<file path="src/rtl/am_rectifier.sv">
// AM demodulator front end: block-average DC offset tracker, offset removal,
// full-wave rectification and scaling to the 16-bit signed FIR input format.
module am_rectifier #(
    parameter int ADC_W    = 12,
    parameter int AVG_LOG2 = 10
) (
    input  logic             clk,
    input  logic             rst,
    input  logic [ADC_W-1:0] adc_in,
    input  logic             adc_valid,
    output logic [15:0]      rect_out,
    output logic             rect_valid,
    output logic [ADC_W-1:0] offset_out,
    output logic             offset_locked
);

    localparam int ACC_W = ADC_W + AVG_LOG2;
    localparam int SHIFT = 15 - ADC_W;
    localparam logic [ADC_W-1:0] MIDSCALE = {1'b1, {(ADC_W-1){1'b0}}};
    localparam logic [ACC_W-1:0] HALF     = ACC_W'(1) << (AVG_LOG2 - 1);

    typedef enum logic {ACQUIRE, TRACK} state_t;

    state_t                    state_q, state_d;
    logic [ACC_W-1:0]          acc_q;
    logic [AVG_LOG2-1:0]       cnt_q;
    logic                      last;
    logic signed [ADC_W:0]     diff_p0;
    logic                      vld_p0;

    // Round-half-up mean of a completed window; the sum never exceeds ACC_W bits.
    function automatic logic [ADC_W-1:0] round_avg(input logic [ACC_W-1:0] sum);
        logic [ACC_W-1:0] r;
        r = (sum + HALF) >> AVG_LOG2;
        return r[ADC_W-1:0];
    endfunction

    // |d| always fits in ADC_W bits, so the result's sign bit stays clear.
    function automatic logic [15:0] rectify(input logic signed [ADC_W:0] d);
        logic [ADC_W:0] u;
        logic [ADC_W:0] m;
        logic [15:0]    w;
        u = d;
        m = u[ADC_W] ? (~u + {{ADC_W{1'b0}}, 1'b1}) : u;
        w = 16'(m[ADC_W-1:0]);
        return w << SHIFT;
    endfunction

    assign last          = (cnt_q == {AVG_LOG2{1'b1}});
    assign offset_locked = (state_q == TRACK);

    always_comb begin
        state_d = state_q;
        if (adc_valid && last) begin
            state_d = TRACK;
        end
    end

    // Stage p0: offset removal, using the offset in effect this cycle
    always_ff @(posedge clk) begin
        if (adc_valid) begin
            diff_p0 <= $signed({1'b0, adc_in}) - $signed({1'b0, offset_out});
        end
    end

    always_ff @(posedge clk) begin
        if (rst) begin
            state_q    <= ACQUIRE;
            acc_q      <= '0;
            cnt_q      <= '0;
            offset_out <= MIDSCALE;
            vld_p0     <= 1'b0;
            rect_valid <= 1'b0;
            rect_out   <= '0;
        end else begin
            state_q    <= state_d;
            vld_p0     <= adc_valid;
            // Stage p1: rectify and scale; rect_out holds between samples
            rect_valid <= vld_p0;
            if (vld_p0) begin
                rect_out <= rectify(diff_p0);
            end
            if (adc_valid) begin
                if (last) begin
                    offset_out <= round_avg(acc_q + ACC_W'(adc_in));
                    acc_q      <= '0;
                    cnt_q      <= '0;
                end else begin
                    acc_q <= acc_q + ACC_W'(adc_in);
                    cnt_q <= cnt_q + AVG_LOG2'(1);
                end
            end
        end
    end

endmodule
</file>
<file path="config.mk">
export PLATFORM = sky130hd
export DESIGN_NAME = am_rectifier
export DESIGN_NICKNAME = d
export VERILOG_FILES = /design/src/rtl/am_rectifier.sv
export SDC_FILE = /design/constraint.sdc
export NUM_CORES = 1
export LEC_CHECK = 0
export BUFFER_PORTS_ARGS = -buffer_cell sky130_fd_sc_hd__buf_2
export CAP_MARGIN = 20
export CORE_MARGIN = 2
export CORE_UTILIZATION = 60
export DETAILED_ROUTE_END_ITERATION = 10
export GPL_TIMING_DRIVEN = 0
export PLACE_DENSITY_LB_ADDON = 0.25
export SYNTH_ARGS = -nofsm -noshare
export SYNTH_HDL_FRONTEND = slang
export SYNTH_SLANG_ARGS = --single-unit
</file>
<file path="constraint.sdc">
create_clock -name clk -period 3.95 [get_ports clk]
set_clock_uncertainty 0.05 [all_clocks]
set_input_delay 0.79 -clock clk [delete_from_list [all_inputs] [get_ports clk]]
set_output_delay 0.79 -clock clk [all_outputs]
set_load 0.01 [all_outputs]
</file>
-- Word-level counts from Yosys, hierarchy flattened
Cells that the tools add are included.
W data, S select, Z words.
- bits in registers: 72
- latch bits: 0
- memory bits (writable): 0
- memory bits (read-only): 0
- input bits: 15
- output and inout bits: 30
- memories kept: 0
- add/sub/neg operators: 5
- $mul: 0
- divide/modulo/power cells: 0
- $lt $le $gt $ge: 0
- equality and inequality tests: 1
- shift operators: 0
- multiplexer cells: 3
- bitwise logic cells: 1
- reduce and logical (&&, ||, !) cells: 2
- operator list (kind ; count):
    $add A22 B10 Y22 const B ; 1
    $add A22 B12 Y22 ; 1
    $mux W22 ; 1
    $sub A12 B12 Y13 ; 1
    $add A12 B1 Y12 const B ; 1
    $mux W12 ; 1
    $not A12 Y12 ; 1
    $add A10 B1 Y10 const B ; 1
    $eq A10 B10 Y1 const B ; 1
    $mux W10 ; 1
    $reduce_and A2 Y1 ; 1
    $logic_and A1 B1 Y1 ; 1

-- Depth between registers and ports, before layout
Gate-level depths: netlist of run 1.
- depth after elaboration: 3
- mapped depth: 11

-- Least setup slack after synthesis of run 1
No wires, ideal clock.
- path kind: input to register
- start: in adc_in[0]
- end: reg offset_out[7]
- library setup time: 79 ps
- arrival: 3224 ps
- setup slack: 597 ps
- cell stages on the path: 11
- path buffers: 0
- cells stage by stage: ha_1 -> fa_1 -> a211oi_2 -> o21ai_2 -> o21a_1 -> a21oi_1 -> xnor2_1 -> ha_1 -> nand2_1 -> or4_1 -> o211ai_1
- word-level cells in the longest chain between the ends: 2
- RTL lines (what ; RTL line ; RTL):
    from (decl) ; 9 ; input logic [ADC_W-1:0] adc_in,
    $add A22 B12 Y22 ; 85 ; offset_out <= round_avg(acc_q + ACC_W'(adc_in));
    $add A22 B10 Y22 ; 34 ; r = (sum + HALF) >> AVG_LOG2;
    to (signal assigned) ; 85 ;
    to (decl) ; 13 ; output logic [ADC_W-1:0] offset_out,
No other way between the ends.
A chain may end at the register's enable or synchronous reset.

-- Worst setup path after layout of run 1
Ends and elaborated chain as after synthesis.

==> flow_metrics.env, run 1 <==
export IMPL_drive_above_1_share_pct=15.0
export IMPL_peakVddDrop_mv=0.225
export IMPL_nNetsFinal=611
export IMPL_rows=31
export IMPL_start_util_pct=61.8
export IMPL_clockRootBuffer="clkbuf_8"
export IMPL_cap_violations=0
export IMPL_post_route_min_period_ns=3.59
export IMPL_start_kind="primary input"
export IMPL_cts_path_max_buffers=2
export IMPL_final_antenna_net_count=0
export IMPL_cp_top_family="adder cells"
export IMPL_die_area_mm2=0.00817
export IMPL_core_mm2=0.00725
export IMPL_crit_type="primary input to flop"
export IMPL_ctsHoldBuffers=0
export IMPL_clock_latency_ns=0.36
export IMPL_synthDistinctLibCells=71
export IMPL_critPathMaxStageDelay_ns=0.50
export IMPL_setup_tns_ns=0
export IMPL_cts_sinks=72
export IMPL_wirelength_um=11200
export IMPL_dp_hpwl_um=8470
export IMPL_yosys_warnings=0
export IMPL_synthArstFlopShare_pct=0
export IMPL_port_buffer_count=39
export IMPL_cts_tree="built"
export IMPL_path_buf_inv=1
export IMPL_ios=45
export IMPL_antenna_found_initial=0
export IMPL_status="finished, final reports clean"
export IMPL_end_kind="flop"
export IMPL_fin_hold_ws_ns=0.422
export IMPL_overflow=0
export IMPL_grt_max_degree=20
export IMPL_grt_pass1_vias=3847
export IMPL_mostFrequentLayoutCell="nor2_1"
export IMPL_worst_slew_pin_slew_ns=0.716
export IMPL_dpl_instance_area_mm2=0.00481
export IMPL_hold_viol=0
export IMPL_synth_yosys_seq_area_share_pct=35.1
export IMPL_ys_flop_type="dfxtp_1"
export IMPL_met1Wirelength_um=4760
export IMPL_crit_chain="buf_2 > ha_1 > fa_1 > a211oi_2 > o21ai_2 > o21a_1 > a21oi_1 > xnor2_1 > ha_1 > nand2_1 > or4_1 > o211ai_1"
export IMPL_finalCritPeriodShare_pct=91.0
export IMPL_antenna_cells=0
export IMPL_slew_headroom_pct=51.9
export IMPL_cts_setup_buffers=0
export IMPL_crit_slowest_cell="or4_1"
export IMPL_vias=3962
export IMPL_ys_seq_elements=72
export IMPL_synth_area_per_cell_um2=8.72
export IMPL_mappedNetlistArea_mm2=0.00448
export IMPL_met3_length_um=581
export IMPL_die_w_um=90.4
export IMPL_mostFrequentLayoutCells="nor2_1 (61), dfxtp_1 (59), buf_2 (42)"
export IMPL_track_usage_pct=28.2
export IMPL_cp_common_cell="ha_1"
export IMPL_crit_required_ns=4.19
export IMPL_fmax_mhz=278
export IMPL_dr_pass1_iters=6
export IMPL_drc=0
export IMPL_cts_htree_levels=3
export IMPL_die_height_um=90.4
export IMPL_path_clk_slew_ns=0.09
export IMPL_power_density_mw_per_mm2=385
export IMPL_drtIter0Drc=216
export IMPL_synth_cells=514
export IMPL_critPathArrivalTime_ns=3.83
export IMPL_leakage_uw=0.00205
export IMPL_gp_congestion=0.941
export IMPL_final_setup_viol_count=0
export IMPL_viasPerCell=5.90
export IMPL_fin_area_mm2=0.00505
export IMPL_rsz0062_at_grt="false"
export IMPL_dr_wl_met2_um=5470
export IMPL_finalPower_uw=1940
export IMPL_wl_per_cell_um=16.6
export IMPL_numCtsBuffers=9
export IMPL_grt_pass1_wl_um=18400
export IMPL_maxSlewViolCount=0
export IMPL_hold_class="flop to flop"
export IMPL_area_growth_pct=12.8
export IMPL_path_max_fanout=6
export IMPL_routed_top_layer="met4"
export IMPL_post_cts_resized=0
export IMPL_synth_edf_count=13
==> flip-flops by register name, indices dropped and copies added, names as in the netlist <==
| signal | flops |
|---|---|
| offset_out | 12 |
| diff_p0 | 13 |
| rect_out | 12 |
| rect_valid | 1 |
| acc_q | 22 |
| cnt_q | 10 |
| offset_locked | 1 |
| vld_p0 | 1 |
==> logic make-up after synthesis <==
group                    after synthesis  synth area share [%]
XOR/XNOR                              46                  9.33
AND/OR/NAND/NOR                      176                  19.2
adder cells (fa/ha/maj)               29                  8.43
multiplexers                           4                  1.17
other                                  1                0.0837
flip-flops                            72                  35.1
AO/OA/AOI/OAI                        134                  21.9
buffers and inverters                 52                  4.78
==> worst paths after layout <==
path / start / endpoint / slack (ns) / cells after the start
setup / recovery: adc_in[0] / offset_out[7]$_SDFFE_PP0P_ / 0.36 / 12
hold / removal: offset_locked$_SDFFE_PP0P_ / offset_locked$_SDFFE_PP0P_ / 0.42 / 2
setup reg to reg: acc_q[0]$_SDFFE_PP0P_ / offset_out[7]$_SDFFE_PP0P_ / 0.58 / 11
hold reg to reg: offset_locked$_SDFFE_PP0P_ / offset_locked$_SDFFE_PP0P_ / 0.42 / 2
==> power breakdown <==
| part | switching (µW) | internal [µW] | total [µW] |
|---|---|---|---|
| Combinational | 265 | 170 | 435 |
| Clock | 319 | 377 | 697 |
| Sequential | 23.7 | 788 | 812 |
==> cell usage after synthesis (all sizes together), types with 3 or more instances <==
master | n | share of area, %
nor2 | 61 | 5.1
dfxtp | 59 | 26
nand2 | 39 | 3.3
inv | 28 | 2.3
ha | 27 | 7.5
a21oi | 26 | 3.1
o21ai | 23 | 2.8
xnor2 | 23 | 4.7
xor2 | 23 | 4.7
nand3 | 18 | 2.2
a211oi | 17 | 3.1
clkbuf | 14 | 1.2
a22oi | 13 | 2.2
edfxtp | 13 | 8.7
nor3 | 10 | 1.1
o211ai | 10 | 2.1
buf | 9 | 1.2
nor2b | 8 | 1.1
and3 | 6 | 0.84
nand4 | 6 | 0.84
or3 | 6 | 0.84
o22ai | 5 | 0.70
a21boi | 4 | 0.67
a21o | 4 | 0.70
a31oi | 4 | 0.89
and4 | 4 | 0.81
mux2i | 4 | 1.2
nor4 | 4 | 0.89
o2bb2ai | 4 | 0.78
and2 | 3 | 0.42
o31ai | 3 | 0.50
o32ai | 3 | 0.59
or2 | 3 | 0.42
==> routing by layer <==
layer	global-route usage (%)	vias to the layer above
met5	0	-
met4	12.6	0
met3	5.34	20
met2	48.3	127
met1	34.5	1865
li1	-	1950
==> worst min-delay path, delay by kind of cell, from the launching register on <==
kind | cells | cell delay (ns)
AOI/OAI and AO/OA | 1 | 0.07
DFF | 1 | 0.31
buffers and inverters | 1 | 0.04
==> layout make-up <==
| type | instances | area (µm²) |
|---|---|---|
| sequential | 72 | 1570 |
| inverter | 29 | 109 |
| clock inverter | 5 | 67.6 |
| tap | 99 | 124 |
| buffer | 23 | 105 |
| timing repair buffer | 39 | 195 |
| multi-input combinational | 393 | 2710 |
| clock buffer | 11 | 174 |
| fill | 610 | 2200 |
==> through the flow <==
stage	util (%)	setup slack, ns	std cells
2_1_floorplan	-	0.597	517
3_3_place_gp	66.3	0.183	655
3_5_place_dp	66.3	0.0459	655
4_1_cts	69.7	0.411	671
5_1_grt	69.7	0.252	671
6_report	69.7	0.356	671
No activity file was read; power rests on OpenSTA's default activity.
==> run 2, diff against run 1 <==
--- a/config.mk
+++ b/config.mk
@@ -7,11 +7,14 @@
 export LEC_CHECK = 0
 export BUFFER_PORTS_ARGS = -buffer_cell sky130_fd_sc_hd__buf_2
 export CAP_MARGIN = 20
+export CELL_PAD_IN_SITES_DETAIL_PLACEMENT = 2
+export CELL_PAD_IN_SITES_GLOBAL_PLACEMENT = 2
 export CORE_MARGIN = 2
-export CORE_UTILIZATION = 60
+export CORE_UTILIZATION = 37
 export DETAILED_ROUTE_END_ITERATION = 10
 export GPL_TIMING_DRIVEN = 0
 export PLACE_DENSITY_LB_ADDON = 0.25
+export SKIP_LAST_GASP = 1
 export SYNTH_ARGS = -nofsm -noshare
 export SYNTH_HDL_FRONTEND = slang
 export SYNTH_SLANG_ARGS = --single-unit
==> constraint.sdc (replaced) <==
create_clock -name clk -period 3.95 [get_ports clk]
set_clock_uncertainty 0.05 [all_clocks]
set_input_delay 0.395 -clock clk [delete_from_list [all_inputs] [get_ports clk]]
set_output_delay 0.395 -clock clk [all_outputs]
set_load 0.01 [all_outputs]
==> flow_metrics.env, run 2 (same netlist as run 1, synthesis figures left out) <==
export IMPL_status="finished, final reports clean"
export IMPL_finalPower_uw=2240
export IMPL_path_max_fanout=5
export IMPL_start_kind="flop"
export IMPL_grt_pass1_wl_um=24000
export IMPL_cts_sinks=72
export IMPL_crit_required_ns=4.14
export IMPL_cts_htree_levels=3
export IMPL_slew_headroom_pct=42.8
export IMPL_peakVddDrop_mv=0.309
export IMPL_area_growth_pct=16.4
export IMPL_post_route_min_period_ns=3.39
export IMPL_drtIter0Drc=242
export IMPL_path_clk_slew_ns=0.06
export IMPL_fin_hold_ws_ns=0.422
export IMPL_cts_path_max_buffers=2
export IMPL_grt_busiest_layer="met2"
export IMPL_largest_reg_flops=22
export IMPL_clockRootBuffer="clkbuf_16"
export IMPL_ios=45
export IMPL_fin_area_mm2=0.00522
export IMPL_mostFrequentLayoutCells="nor2_1 (61), dfxtp_1 (59), buf_2 (42)"
export IMPL_top_register="acc_q"
export IMPL_track_usage_pct=24.2
export IMPL_grt_met2_usage_pct=44.8
export IMPL_port_buffer_count=39
export IMPL_power_density_mw_per_mm2=429
export IMPL_seqCellArea_mm2=0.00157
export IMPL_cap_violations=0
export IMPL_utilization_pct=43.8
export IMPL_dp_hpwl_um=11600
export IMPL_rsz0062_at_grt="false"
export IMPL_fillers=1349
export IMPL_dr_pass1_iters=4
export IMPL_final_setup_viol_count=0
export IMPL_antenna_found_initial=0
export IMPL_final_antenna_net_count=0
export IMPL_numCtsBuffers=9
export IMPL_multi_input_area_mm2=0.00271
export IMPL_drive_above_1_share_pct=14.9
export IMPL_cts_tree="built"
export IMPL_overflow=0
export IMPL_core_mm2=0.0119
export IMPL_post_cts_resized=0
export IMPL_rows=40
export IMPL_wirelength_um=15100
export IMPL_nNetsFinal=611
export IMPL_die_area_mm2=0.0130
export IMPL_maxSlewViolCount=0
export IMPL_wl_per_cell_um=21.1
export IMPL_largestRegisters="acc_q (22), diff_p0 (13)"
export IMPL_leakage_uw=0.00209
export IMPL_cts_setup_buffers=0
export IMPL_hold_viol=0
export IMPL_hold_class="flop to flop"
export IMPL_worst_slew_pin_slew_ns=0.851
export IMPL_crit_type="flop to flop"
export IMPL_use_met3_pct=4.09
export IMPL_grt_pass1_vias=4346
export IMPL_die_w_um=114
export IMPL_mostFrequentLayoutCell="nor2_1"
export IMPL_setup_tns_ns=0
export IMPL_viasPerCell=5.65
export IMPL_ctsHoldBuffers=0
export IMPL_dpl_instance_area_mm2=0.00487
export IMPL_finalCritPeriodShare_pct=85.9
export IMPL_antenna_cells=0
export IMPL_met1_usage_pct=28.8
export IMPL_critPathArrivalTime_ns=3.58
export IMPL_end_kind="flop"
export IMPL_start_util_pct=37.6
export IMPL_fmax_mhz=295
export IMPL_vias=4061
export IMPL_gp_congestion=0.855
export IMPL_drc=0
export IMPL_clock_latency_ns=0.34
export IMPL_die_height_um=114
export IMPL_grt_max_degree=20
## run 2: final cells by class
| cell class | instances | area share, % |
|---|---|---|
| plain buffers | 23 | 2.02 |
| clock buffers | 10 | 4.39 |
| clock inverters | 6 | 2.21 |
| inverters | 29 | 2.09 |
| multi-input cells | 393 | 51.9 |
| flip-flops and latches | 72 | 30.1 |
| well taps | 147 | 3.53 |
| repair buffers | 39 | 3.74 |
## run 2: critical path, stage by stage (launching register included)
cell,delay [ns]
dfxtp_1,0.32
ha_1,0.25
fa_1,0.49
a211oi_2,0.24
o21ai_2,0.14
o211a_1,0.29
nor2_1,0.29
nor4_4,0.10
o31ai_1,0.66
nor4_1,0.13
o32ai_1,0.32
## run 2: final timing paths
check,slack (ns),endpoint,from,cells after the start
max,0.56,offset_out[10]$_SDFFE_PP0P_,acc_q[0]$_SDFFE_PP0P_,10
min,0.42,offset_locked$_SDFFE_PP0P_,offset_locked$_SDFFE_PP0P_,2
max reg2reg,0.56,offset_out[10]$_SDFFE_PP0P_,acc_q[0]$_SDFFE_PP0P_,10
min reg2reg,0.42,offset_locked$_SDFFE_PP0P_,offset_locked$_SDFFE_PP0P_,2
## run 2: routing by layer
metal	vias to the layer above	part of all wire, %
li1	1948	-
met1	2038	44
met2	60	52
met3	15	2.5
met4	0	1.7
met5	-	0
## run 2: power by group
| part | switching [µW] | total (µW) | internal [µW] |
|---|---|---|---|
| clock network | 339 | 960 | 621 |
| logic | 292 | 462 | 170 |
| registers | 27.2 | 817 | 789 |
| total | 658 | 2240 | 1580 |
## run 2: per-stage QoR
step,instances,setup WS [ns]
final,719,0.558
after global routing,719,0.340
after CTS,719,0.597
after detailed placement,703,0.420
after global placement,703,0.516
after floorplan,517,0.992
